File: config.mk
export PLATFORM = sky130hd
export DESIGN_NAME = fetch_buffer
export DESIGN_NICKNAME = d
export VERILOG_FILES = /design/src/rtl/fetch_pkg.sv /design/src/rtl/fetch_buffer_mem.sv /design/src/rtl/fetch_buffer.sv
export SDC_FILE = /design/constraint.sdc
export NUM_CORES = 1
export LEC_CHECK = 0
export CAP_MARGIN = 15
export CORE_MARGIN = 2
export CORE_UTILIZATION = 40
export DETAILED_ROUTE_END_ITERATION = 10
export SYNTH_ARGS = -nofsm -noshare
export SYNTH_HDL_FRONTEND = slang
export SYNTH_SLANG_ARGS = --single-unit
export TNS_END_PERCENT = 10
File: constraint.sdc
create_clock -name clk -period 7.02 [get_ports clk]
set_input_delay 1.404 -clock clk [delete_from_list [all_inputs] [get_ports clk]]
set_output_delay 1.404 -clock clk [all_outputs]
set_load 0.01 [all_outputs]
File: src/rtl/fetch_pkg.sv
// Shared types and constants for the fetch buffer.
// The entry record carries one fetched instruction and its PC values.
package fetch_pkg;

    typedef struct packed {
        logic [31:0] pc;
        logic [31:0] pc_plus4;
        logic [31:0] instr;
    } fetch_entry_t;

    // addi x0, x0, 0 -- shown to decode whenever no entry is valid
    localparam logic [31:0] NOP_INSTR = 32'h00000013;

endpackage

File: src/rtl/fetch_buffer_mem.sv
// Storage array for the fetch buffer: one write port, one async read port.
// Contents are deliberately left unreset; only pushed slots are ever read.
module fetch_buffer_mem
    import fetch_pkg::*;
#(
    parameter int DEPTH = 4
) (
    input  logic                     clk,
    input  logic                     wr_en,
    input  logic [$clog2(DEPTH)-1:0] wr_addr,
    input  fetch_entry_t             wr_data,
    input  logic [$clog2(DEPTH)-1:0] rd_addr,
    output fetch_entry_t             rd_data
);

    fetch_entry_t mem_q [DEPTH];

    // Capture the incoming entry into the addressed slot
    always_ff @(posedge clk) begin
        if (wr_en) begin
            mem_q[wr_addr] <= wr_data;
        end
    end

    assign rd_data = mem_q[rd_addr];

endmodule

File: src/rtl/fetch_buffer.sv
// Fetch-to-decode circular FIFO with synchronous flush for taken branches.
// Optional feature: define FETCH_BUFFER_BYPASS_EN to let an entry arriving
// at an empty buffer reach decode in the same cycle.
module fetch_buffer
    import fetch_pkg::*;
#(
    parameter int DEPTH = 4
) (
    input  logic                   clk,
    input  logic                   reset,
    input  logic                   flush,
    input  logic                   in_valid,
    output logic                   in_ready,
    input  logic [31:0]            in_pc,
    input  logic [31:0]            in_pc_plus4,
    input  logic [31:0]            in_instr,
    output logic                   out_valid,
    input  logic                   out_ready,
    output logic [31:0]            out_pc,
    output logic [31:0]            out_pc_plus4,
    output logic [31:0]            out_instr,
    output logic [$clog2(DEPTH):0] count
);

    localparam int AW = $clog2(DEPTH);
    localparam int CW = AW + 1;
    localparam logic [CW-1:0] FULL_COUNT = CW'(DEPTH);

    logic [AW-1:0] rd_ptr;
    logic [AW-1:0] wr_ptr;
    logic [CW-1:0] count_q;
    fetch_entry_t  in_entry;
    fetch_entry_t  head_entry;
    logic          stored_valid;
    logic          bypass_hit;
    logic          push;
    logic          pop;
    logic          mem_write;
    logic          mem_read;

    assign in_entry = '{pc: in_pc, pc_plus4: in_pc_plus4, instr: in_instr};

    // A stored head is presentable only outside reset and flush
    assign stored_valid = reset && !flush && (count_q != '0);

`ifdef FETCH_BUFFER_BYPASS_EN
    assign bypass_hit = reset && !flush && in_valid && (count_q == '0);
`else
    assign bypass_hit = 1'b0;
`endif

    assign in_ready  = reset && !flush && (count_q < FULL_COUNT);
    assign out_valid = stored_valid || bypass_hit;
    assign push      = in_valid && in_ready;
    assign pop       = out_valid && out_ready;

    // A bypassed entry consumed straight away never occupies a slot
    assign mem_write = push && !(bypass_hit && out_ready);
    assign mem_read  = pop && stored_valid;
    assign count     = count_q;

    fetch_buffer_mem #(
        .DEPTH(DEPTH)
    ) u_mem (
        .clk    (clk),
        .wr_en  (mem_write),
        .wr_addr(wr_ptr),
        .wr_data(in_entry),
        .rd_addr(rd_ptr),
        .rd_data(head_entry)
    );

    // Select what decode sees: bypassed input, stored head, or a NOP bubble
    always_comb begin
        out_pc       = '0;
        out_pc_plus4 = '0;
        out_instr    = NOP_INSTR;
        if (bypass_hit) begin
            out_pc       = in_entry.pc;
            out_pc_plus4 = in_entry.pc_plus4;
            out_instr    = in_entry.instr;
        end else if (stored_valid) begin
            out_pc       = head_entry.pc;
            out_pc_plus4 = head_entry.pc_plus4;
            out_instr    = head_entry.instr;
        end
    end

    // Advance pointers and occupancy; flush empties the buffer outright
    always_ff @(posedge clk or negedge reset) begin
        if (!reset) begin
            rd_ptr  <= '0;
            wr_ptr  <= '0;
            count_q <= '0;
        end else if (flush) begin
            rd_ptr  <= '0;
            wr_ptr  <= '0;
            count_q <= '0;
        end else begin
            if (mem_write) begin
                wr_ptr <= wr_ptr + AW'(1);
            end
            if (mem_read) begin
                rd_ptr <= rd_ptr + AW'(1);
            end
            case ({mem_write, mem_read})
                2'b10:   count_q <= count_q + CW'(1);
                2'b01:   count_q <= count_q - CW'(1);
                default: count_q <= count_q;
            endcase
        end
    end

endmodule

After elaboration in Yosys (flattened, before gate mapping)
Memory sizes are Yosys's and may differ from the RTL's.
Index checks and enable logic that the tools add are counted.
- add/sub/neg operators: 4
- $lt $le $gt $ge: 1
- eq/ne operators: 2
- multiplexer cells: 11
- reduce and logical (&&, ||, !) cells: 11
- operators with widths (operator ; number):
    $mux W32 ; 3
    $mux W2 ; 4
    $logic_and A1 B1 Y1 ; 6
    $pmux W3 S2 ; 1
    $reduce_bool A3 Y1 ; 2
    $add A2 B1 Y2 const B ; 2
    $reduce_bool A2 Y1 ; 2
    $add A3 B1 Y3 const B ; 1
    $lt A3 B3 Y1 const B ; 1
    $mux W3 ; 1
    $sub A3 B1 Y3 const B ; 1
    $eq A2 B1 Y1 const B ; 1
    $eq A2 B2 Y1 const B ; 1
    $mux W1 ; 2
    $logic_not A1 Y1 ; 1
- flip-flop bits (word level): 7
- RAM bits: 384
- input bits: 101
- output and inout port bits: 101
- word-level logic and storage cells: 33
- memories kept: 1
- memories (memory ; words ; bits a word ; read ports ; clocked after memory_dff ; wr ports ; RTL line ; source):
    u_mem.mem_q ; 4 ; 96 ; 1 ; 0 ; 1 ; fetch_buffer_mem.sv:16 ; fetch_entry_t mem_q [DEPTH];

Logic depth before layout (Yosys ltp)
- depth in word-level cells: 8
- mapped depth: 8
- mapped depth without buffers: 6

Hierarchy
From an unflattened synthesis, not the netlist that was laid out.
- cell total of the unflattened synthesis: 654
- area total of the unflattened synthesis: 15046.9 um^2
- by module, submodules not included (module ; times used ; cells an instance ; area an instance (um^2) ; sequential area each (um^2)):
    fetch_buffer_mem ; 1 ; 506 ; 13874.6 ; 11531.1
    fetch_buffer ; 1 ; 148 ; 1172.4 ; 175.2

Least setup slack after synthesis
OpenSTA, ideal clock, no wires.
- path kind: in2reg
- from: in flush
- to: mem u_mem.mem_q[0][0] (netlist bit) (enable)
- library setup time: 0.466 ns
- arrival: 4.250 ns
- required time: 6.554 ns
- path slack: 2.304 ns
- stages: 4
- path buffers: 2
- path through: buf_6 > and4bb_2 > buf_2 > and2_1
- cells in the longest elaborated chain, start to end: 6
- ends and longest elaborated chain (what ; RTL line ; source):
    start, declared ; fetch_buffer.sv:11 ; input logic flush,
    $logic_not A1 Y1 ; fetch_buffer.sv:52 ; assign in_ready = reset && !flush && (count_q < FULL_COUNT);
    $logic_and A1 B1 Y1 (2 in a row) ; fetch_buffer.sv:52 ;
    $logic_and A1 B1 Y1 ; fetch_buffer.sv:54 ; assign push = in_valid && in_ready;
    $mux W1 ; fetch_buffer_mem.sv:20 ; if (wr_en) begin
    $mux W1 (not written as such) ; fetch_buffer_mem.sv:21 ; mem_q[wr_addr] <= wr_data;
    end, declared ; fetch_buffer_mem.sv:16 ;
Every way passes these cells.

Final worst setup path
- from: in reset
- to: out out_pc_plus4[8]
- cells in the longest elaborated chain, start to end: 3
- ends and longest elaborated chain (what ; RTL line ; source):
    start, declared ; fetch_buffer.sv:10 ; input logic reset,
    $logic_and A1 B1 Y1 (2 in a row) ; fetch_buffer.sv:44 ; assign stored_valid = reset && !flush && (count_q != '0);
    $mux W32 ; fetch_buffer.sv:82 ; end else if (stored_valid) begin
    end, declared ; fetch_buffer.sv:20 ; output logic [31:0] out_pc_plus4,
Every way passes these cells.

==> results.md <==
- Worst endpoint required time: between 5 and 6 ns
- Worst Slack Setup Final: approximately 1.6 ns
- Fmax: ~190 MHz
- DR vias: approximately 6900
- Status: finished, final reports clean
- DR WL/cell: about 21 um
- I/O Buffers: ~200
- Clk Tree Root Cell: clkbuf_16
- DR pass1 iterations: 6
- Number of max-cap violations: 0
- Vert. Die Dim: between 150 and 200 um
- Area taken by multi-input logic gates: between 3000 and 4000 um2
- I/O pin count: 202
- Total gr overflow: 0
- PwrDens: roughly 270 nW/um2
- YS warnings: 0
- Detail Placement HPWL: about 18 mm
- Layout cell share with drive strength beyond 1: between 10% and 20%
- DRC violations left: 0
- LEAKAGE: about 5.9 nW
- Total setup buffers inserted after CTS: 0
- Asr flop ratio synth: roughly 1.8%
- Storage element area: 11700 um2
- DP Worst Slack: around 1.6 ns
- Post-Syn Area per Cell: roughly 23 um2
- Highest routing layer actually used: met4
- Slew HR: 41.7%
- Post-route ant nets: 0
- Setup TNS: 0 ns
- Routed wire length on met3: ~1.4 mm
- Core area: ~37000 um2
- Drt total wl: slightly below 30 mm
- Hold Path Stages: 2
- Max VDD drop: ~200 uV
- Fin. Hold Viols: 0
- Synth top area share: between 70% and 80%
- Number of global-route vias before repair: roughly 7400
- Synth top area cells: edfxtp_1, mux4_2, and2_1
- Hold Buf Count CTS: 0
- Initial core utilization: about two fifths
- Nets: roughly 990
- GRT Overall Usage: between 10% and 20%
- Critical path launch point type: input pin
- Global-route wire length before repair: approximately 44 mm
- Clock Latency Late Sink: approximately 0.53 ns
- Seq/Total Area, Yosys: around four fifths
- Post-synth top area cell: edfxtp_1
- Largest net degree at the start of global routing: 67
- Hold/Removal Path Class: flip-flop to flip-flop
- H-tree levels: 2
- Iter 0 DRT Violations: around 360
- Post_cts resized: 0
- Row Count: 70
- Fin crit share: approximately 77%
- Met2 WL: 14.7 mm
- Cells after Synth: 658
- Clock skew: roughly 0.026 ns
- Cts bufs inserted: 42
- Final setup viols: 0
- Crit Path Max Fanout: 66
- Most frequent cell after synthesis: edfxtp_1
- P&R area growth vs syn: 25.7%
- FF+latch count, synth: 391
- Slew Limit Fails: 0
- Tmin final: 5.37 ns
- WS Path Type: input pin to primary output
- CTS Buffer Depth: 3
- Clk sinks: a little under 400
- Worst EP arrival: 3.97 ns
- Met1 WL: about 12 mm
- R2R cell count: 3
- Clk slew on worst S/H paths: around 0.060 ns
- Synth unique cells: 27
- RSZ-0062 raised after global routing: false
- Fillcell total: ~2900
- GPL Wtd Cong: 0.688
- CP endpoint kind: primary output
- Synth cell count leaders: edfxtp_1, and2_1, mux4_2
- CTS tree: done
- Total Die Area: about 40000 um2
- Initial antenna violation count: 1
- Dominant synthesized flop cell: edfxtp_1
- Cell Area, Synth: roughly 15000 um2
- Post-Synthesis Net Count: roughly 760
- Number of synthesized flops with an enable pin: roughly 380
- Die X: just under 200 um
- Vias per Instance: around 5
- Measured slew at the worst slew-check pin: ~0.88 ns
-- cells in the final DEF (no fill, tap or decap), drive strengths merged --
master	count
inv	4
nand3b	2
mux4	96
dfrtp	7
or3	3
nand2b	3
buf	14
clkdlybuf4s50	201
ha	4
mux2	1
xnor2	4
o21ai	1
fa	1
clkbuf	56
nor2b	1
nor3b	1
and4bb	1
diode	1
and2	98
bufinv	1
nand2	1
mux2i	1
nor3	3
a21o	1
a21oi	1
clkinv	19
nor2	8
edfxtp	384
-- worst paths after layout --
kind | from | end | slack, ns
worst min register to register | wr_ptr[0] | wr_ptr[0] | 0.62
worst max-delay path | reset | out_pc_plus4[8] | 1.65
max in group asynchronous | reset | rd_ptr[0] | 5.50
min in group asynchronous | reset | count[0] | 1.18
worst min-delay path | wr_ptr[0] | wr_ptr[0] | 0.62
worst max register to register | count[2] | u_mem.mem_q[1][48] | 4.43
-- layout make-up --
type,instances,share of cell area (%)
multi-input combinational,231,16.4
inverter,2,0.0399
clock inverter,22,0.785
clock buffer,56,6.08
sequential,391,62.3
tap,468,3.11
timing repair buffer,215,11.3
antenna,1,0.0133
-- kinds of logic after synthesis --
| logic type | after synthesis | share of synthesized area, % |
|---|---|---|
| simple gates | 121 | 5.04 |
| fa+ha+maj | 5 | 0.468 |
| compound gates | 3 | 0.117 |
| buf+inv | 36 | 1.27 |
| flops | 391 | 78.3 |
| mux | 98 | 14.6 |
| xor+xnor | 4 | 0.234 |
-- power by group --
group          total (W)  leakage, nW  switching, W  internal, W
Combinational   0.000342         1.71      0.000146     0.000196
Clock            0.00205        0.633      0.000860      0.00118
Sequential       0.00262         3.56     0.0000210      0.00260
Total            0.00501         5.90       0.00103      0.00398
-- flip-flops by register name, indices dropped and copies added, names as in the netlist --
register / cells
count: 3
u_mem.mem_q: 384
wr_ptr: 2
rd_ptr: 2
-- per-layer routing --
| layer | GRT usage (%) | up-vias |
|---|---|---|
| li1 | - | 3144 |
| met2 | 25.6 | 174 |
| met1 | 19.9 | 3578 |
| met3 | 3.00 | 50 |
| met4 | 4.65 | 0 |
| met5 | 0 | - |
-- critical path, cell delays in order --
cell,delay (ns)
clkdlybuf4s50_1,0.74
nand2b_1,0.24
nor2_4,0.52
buf_12,0.31
and2_1,0.17
clkdlybuf4s50_1,0.54
-- stage by stage --
| stage | hold slack [ns] | std cells | area (um2) | total power [W] | utilization (%) |
|---|---|---|---|---|---|
| after floorplan | 0.562 | 658 | 15000 | 0.00282 | - |
| after global placement | 0.597 | 1307 | 17500 | 0.00301 | 47.7 |
| after detailed placement | 0.611 | 1307 | 17500 | 0.00302 | 47.7 |
| after CTS | 0.623 | 1385 | 18800 | 0.00507 | 51.2 |
| after global routing | 0.673 | 1386 | 18800 | 0.00519 | 51.3 |
| final | 0.619 | 1386 | 18800 | 0.00501 | 51.3 |
No activity file was read; power rests on OpenSTA's default activity.
==> variant 1: new RTL, same settings <==
The option `FETCH_BUFFER_BYPASS_EN` is turned on by a define.
--- a/src/rtl/fetch_buffer.sv
+++ b/src/rtl/fetch_buffer.sv
@@ -2,4 +2,6 @@
 // Optional feature: define FETCH_BUFFER_BYPASS_EN to let an entry arriving
 // at an empty buffer reach decode in the same cycle.
+`define FETCH_BUFFER_BYPASS_EN
+
 module fetch_buffer
     import fetch_pkg::*;
Formal check against the unedited RTL: not equivalent (Yosys sat finds a counterexample within 4 cycles, from zero or initial values and one cycle with reset low).
==> variant 1 against the unedited design <==
  * Combinational power rose by 3%
  * Critical path type unchanged
  * Sequential share of layout area down 1.1 points
  * Synthesized cell count increased by 1.8%
  * Cell area is 1.8% higher
  * Critical endpoint is now out_pc_plus4[24]
  * Sequential cell count is the same
  * Routed wire length increased by 7.4%
  * Largest cell class unchanged
  * Total power fell by 1.1%
  * Worst setup slack lost 0.32 ns
  * Synthesized area rose by 1.9%
==> variant 1: results (changes against the unedited design) <==
The startpoint of the worst hold path was count[0]$_DFFE_PN0P_. The critical path starts at reset. The number of filler cells placed in the layout was 3063 (+4.4%). The most flop-heavy register was u_mem.mem_q. For the largest net degree at the start of global routing, the log shows 63 (-6.0%). The run finished with clean final reports. The tools report the number of distinct standard cells referenced by the synthesized netlist as 30 (+11%). The global router's overall resource usage is 0.160 (+0.00811), and the transition time at the pin with the least slew margin is 1.00 ns (+0.125 ns). The worst register-to-register path begins at count[0]$_DFFE_PN0P_.

The run gives 47200 um (+6.3%) as the wire length of the first global-routing pass. The average vias per placed instance was 5.32 (+6.1%). The worst register-to-register path ends at u_mem.mem_q[2][89]$_DFFE_PP_. Final weighted congestion of routability-driven global placement: 0.701 (+1.9%). The number of enable flip-flop cells after synthesis was 384 (unchanged); the depth of the worst register-to-register path was 4 (+1).

Number of global-route vias before repair: 7959 (+7.7%). The clock share of power is 0.404 (-0.005), and the average wire per cell in the routed design is 21.9 um (+4.5%). The number of diodes added for antenna fixing is 0 (-1). For the latest clock arrival within the worst-skew pair, the log shows 0.55 ns (+0.02 ns).

By area the synthesized netlist is led by edfxtp_1 76%, mux4_2 14%, a22o_1 5.3%, dfrtp_1 1.1%, buf_2 0.59%. The slowest stage cell on the critical path was clkdlybuf4s50_1. The kind of cell adding the most delay to the critical path is buffers and inverters.

The tools report the leakage component of the power as 5.92 nW (+0.37%). The capture endpoint of the worst hold path is count[0]$_DFFE_PN0P_. For the power drawn by the combinational cells, the log shows 0.353 mW (+3%). The number of design-rule violations left by the first detailed-router iteration is 387 (+9.0%). The logs give 0 (-1) for the number of antenna violations at the first check in global routing and 17900 um^2 (+2.2%) for the area of placed instances.

The tools report the largest voltage drop on the vdd net as 0.000219 V (+9.7%). The number of cells traversed by the worst hold path is 1 (-1), and the internal power component is 3.93 mW (-1.1%). The logs give 0.768 (-0.0144) for the proportion of synthesized chip area in sequential cells and 3.97 ns (-0.46 ns) for the reg-to-reg setup timing slack.

The first-pass iteration count of the detailed router came out at 4 (-2). The worst clock skew on the final layout is 0.0146 ns (-0.0113 ns). The tools report the detailed placer's ending HPWL as 17800 um (+0.95%).
[variant 1: changes by cell type in the layout (fill, tap and decap cells not counted), moves of 3 or more]
cell / delta
clkbuf_8: -4
or3_1: -3
a22o_1: +93
and2_1: -94
buf_4: -7
buf_12: +5
o22a_1: +3
clkinv_2: +4
[variant 1: cell families after synthesis]
group,Yosys count,share of synthesized area
DFF,391,0.768
AOI/OAI and AO/OA,99,0.0581
muxes,99,0.144
buffers and inverters,47,0.0135
and+or+nand+nor,25,0.00920
adders and majority gates,5,0.00460
xor gates and xnor gates,4,0.00230
[variant 1: final cells by class]
| type | instances | area (um^2) | area share |
|---|---|---|---|
| Inverter | 4 | 15.0 | 0.000784 |
| Multi-Input combinational cell | 232 | 3350 | 0.175 |
| Tap cell | 511 | 639 | 0.0334 |
| Sequential cell | 391 | 11700 | 0.612 |
| Clock buffer | 50 | 1060 | 0.0554 |
| Timing Repair Buffer | 213 | 2180 | 0.114 |
| Clock inverter | 24 | 189 | 0.00987 |
[variant 1: stage by stage]
stage | utilization | cells | setup WS [ns] | power (mW)
2_1_floorplan | - | 670 | 2.05 | 2.80
3_3_place_gp | 0.476 | 1351 | 1.33 | 3.00
3_5_place_dp | 0.476 | 1351 | 1.30 | 3.01
4_1_cts | 0.509 | 1425 | 1.28 | 5.02
5_1_grt | 0.509 | 1425 | 1.15 | 5.14
6_report | 0.509 | 1425 | 1.33 | 4.95
[variant 1: per-layer routing]
layer	vias up	track usage	part of all wire
met2	167	0.273	0.51
met4	0	0.0498	0.017
met1	4030	0.207	0.42
met3	38	0.0311	0.048
li1	3341	-	-
met5	-	0	0
==> variant 2: new RTL, config.mk and constraints unchanged <==
Without the edit above. Register the output `count` once more, cleared by the reset; this adds one clock of latency there. The other outputs are not delayed to match.
--- a/src/rtl/fetch_buffer.sv
+++ b/src/rtl/fetch_buffer.sv
@@ -58,5 +58,11 @@
     assign mem_write = push && !(bypass_hit && out_ready);
     assign mem_read  = pop && stored_valid;
-    assign count     = count_q;
+    always_ff @(posedge clk or negedge reset) begin
+        if (!reset) begin
+            count <= '0;
+        end else begin
+            count <= count_q;
+        end
+    end
 
     fetch_buffer_mem #(
Behaviour: not the same (Yosys sat finds a counterexample within 4 cycles, from zero or initial values and one cycle with reset low).
==> variant 2 against the unedited design <==
  * Synthesized area up 0.50%
  * Worst setup slack better by 0.17 ns
  * Routed wire length is 1.3% higher
  * Total power is 2.4% higher
  * Synthesized cell count is 0.46% higher
  * Cell area up 0.79%
  * Critical path depth unchanged
  * Non-clock buffer count up 1
  * Die area grew 0.49%
  * Maximum frequency rose by 3.3%
  * Count of clock-buffer cells in the layout down 4
  * Sequential cell count up 3
==> variant 2: results (changes against the unedited design) <==
Number of buffers inserted to repair setup after CTS: 0 (unchanged). Deepest clock path buffer count: 3 (unchanged). The root buffer cell chosen for the clock tree is clkbuf_16. The worst clock skew on the final layout was 0.0163 ns (-0.00960 ns); the number of port buffers was 201 (unchanged).

The minimum setup slack after placement was 1.72 ns (+0.135 ns). Predominant post-synthesis flop cell: edfxtp_1. The logs give 5.98 nW (+1.3%) for the leakage component of the power and 2 (unchanged) for the H-tree depth. The maximum net fanout on the critical path works out to 56 (-15%). On the critical path the largest part of the delay comes from buffers and inverters.

The largest net degree at the start of global routing came out at 57 (-15%). The share of final-layout standard cells stronger than drive strength 1 is 0.199 (+0.00458), and the fraction of registers with async set/reset is 0.0254 (+0.00748). The number of global-route vias before repair is 7604 (+2.9%), and the endpoint arrival time on the critical path is 3.80 ns (-0.17 ns). The run gives 0.55 ns (+0.02 ns) as the latest clock arrival within the worst-skew pair. The worst setup path is launched from an input port. The proportion of synthesized chip area in sequential cells is 0.784 (+0.00109), and the net count after synthesis is 767 (+0.39%). The average vias per placed instance works out to 5.06 (+0.90%). Startpoint of the worst register-to-register path: count_q[2]$_DFFE_PN0P_.

For the global router's overall resource usage, the log shows 0.154 (+0.00263). Routed wire length: 29400 um (+1.3%). The wire length of the first global-routing pass was 44700 um (+0.68%). The post-cts sizing count came out at 0 (unchanged). The run gives 3016 (+2.8%) as the number of filler cells placed in the layout.

The tools report the number of clock buffers inserted by TritonCTS as 42 (unchanged). The tools report the normalized max-slew margin as 0.325 (-0.0913). Clock edge transition at the registers on the reported setup and hold paths: 0.06 ns (about the same). The number of setup violations in the final report is 0 (unchanged).

Yosys attributes the largest share of cell area to edfxtp_1 77%, mux4_2 14%, and2_1 4.1%, dfrtp_1 1.7%, buf_2 0.47%. Largest stage delay on the critical path: 0.79 ns (+0.05 ns). The final weighted congestion of routability-driven global placement is 0.680 (-1.1%). The min-delay analysis places its worst path in the category register to register. The run gives 17000 um (-3.5%) as the detailed placer's ending HPWL. The number of distinct standard cells referenced by the synthesized netlist was 27 (unchanged). The final layout net count is 993 (+0.40%).

The number of max-slew violations in the final report was 0 (unchanged); the net switching power figure was 1.03 mW (+0.71%). Number of design-rule violations left by the first detailed-router iteration: 417 (+17%). For the number of antenna violations at the first check in global routing, the log shows 2 (+1).

After synthesis, the most frequently instantiated cells are 384 x edfxtp_1, 98 x and2_1, 96 x mux4_2, 15 x clkbuf_1, 14 x buf_2. The launching instance or port of the critical path is reset. The largest registers in the layout are u_mem.mem_q: 384 flops, count: 3 flops, count_q: 3 flops. Slowest stage cell on the critical path: clkdlybuf4s50_1.

First-pass iteration count of the detailed router: 6 (unchanged). In this run the most critical hold path is launched from count_q[1]$_DFFE_PN0P_. For the largest voltage drop on the vdd net, the log shows 0.000169 V (-15%). The flow ran to the end, and the final reports show no timing, DRC or antenna violations.
==> variant 2: power groups by stage <==
stage	clock network (mW)	logic, mW	registers (mW)
after detailed placement	0	0.348	2.69
after floorplan	0	0.164	2.68
final	2.15	0.341	2.64
after CTS	2.21	0.350	2.64
after global routing	2.29	0.371	2.65
after global placement	0	0.345	2.69
==> variant 2: stage by stage <==
step	hold slack, ns	instance area (um^2)	std cells	util
detailed placement	0.501	17600	1317	0.472
global route	0.554	19000	1391	0.508
finish	0.510	19000	1391	0.508
CTS	0.512	19000	1390	0.508
floorplan	0.468	15000	661	-
global placement	0.497	17600	1317	0.472
==> variant 2: cell families after synthesis <==
kind of cell             after synthesis  share of synthesized area
AO/OA/AOI/OAI                          3                    0.00116
multiplexers                          98                      0.145
flip-flops                           394                      0.784
AND/OR/NAND/NOR                      121                     0.0502
XOR/XNOR                               4                    0.00233
buffers and inverters                 36                     0.0127
adder cells (fa/ha/maj)                5                    0.00466
==> variant 2: layout make-up <==
type,count,area (um^2),share of cell area
diodes,1,2.50,0.000132
clock buffers,52,1120,0.0591
clock inverters,21,229,0.0121
inverters,2,7.51,0.000396
multi-input cells,231,3080,0.162
flip-flops and latches,394,11800,0.622
well taps,474,593,0.0313
repair buffers,216,2140,0.113
==> variant 2: path summary, 6_finish.rpt <==
path,end,slack [ns],depth (start not counted)
min in group asynchronous,wr_ptr[0]$_DFFE_PN0P_,1.22,1
max in group asynchronous,rd_ptr[0]$_DFFE_PN0P_,5.41,1
min,count[1]$_DFF_PN0_,0.51,0
max reg2reg,u_mem.mem_q[0][87]$_DFFE_PP_,4.31,3
max,out_instr[18],1.82,6
min reg2reg,count[1]$_DFF_PN0_,0.51,0
==> variant 2: layer usage <==
metal,vias up,wire [um],track usage,part of all wire
met2,174,14600,0.258,0.50
met3,47,1740,0.0393,0.059
li1,3149,-,-,-
met5,-,13,0,0.00044
met4,2,636,0.0479,0.022
met1,3662,12400,0.199,0.42
==> variant 2: worst reg2reg max path, stage by stage, from the launching register on <==
cell	delay, ns
dfrtp_1	0.47
and4bb_2	0.51
and2_4	0.74
buf_4	0.61
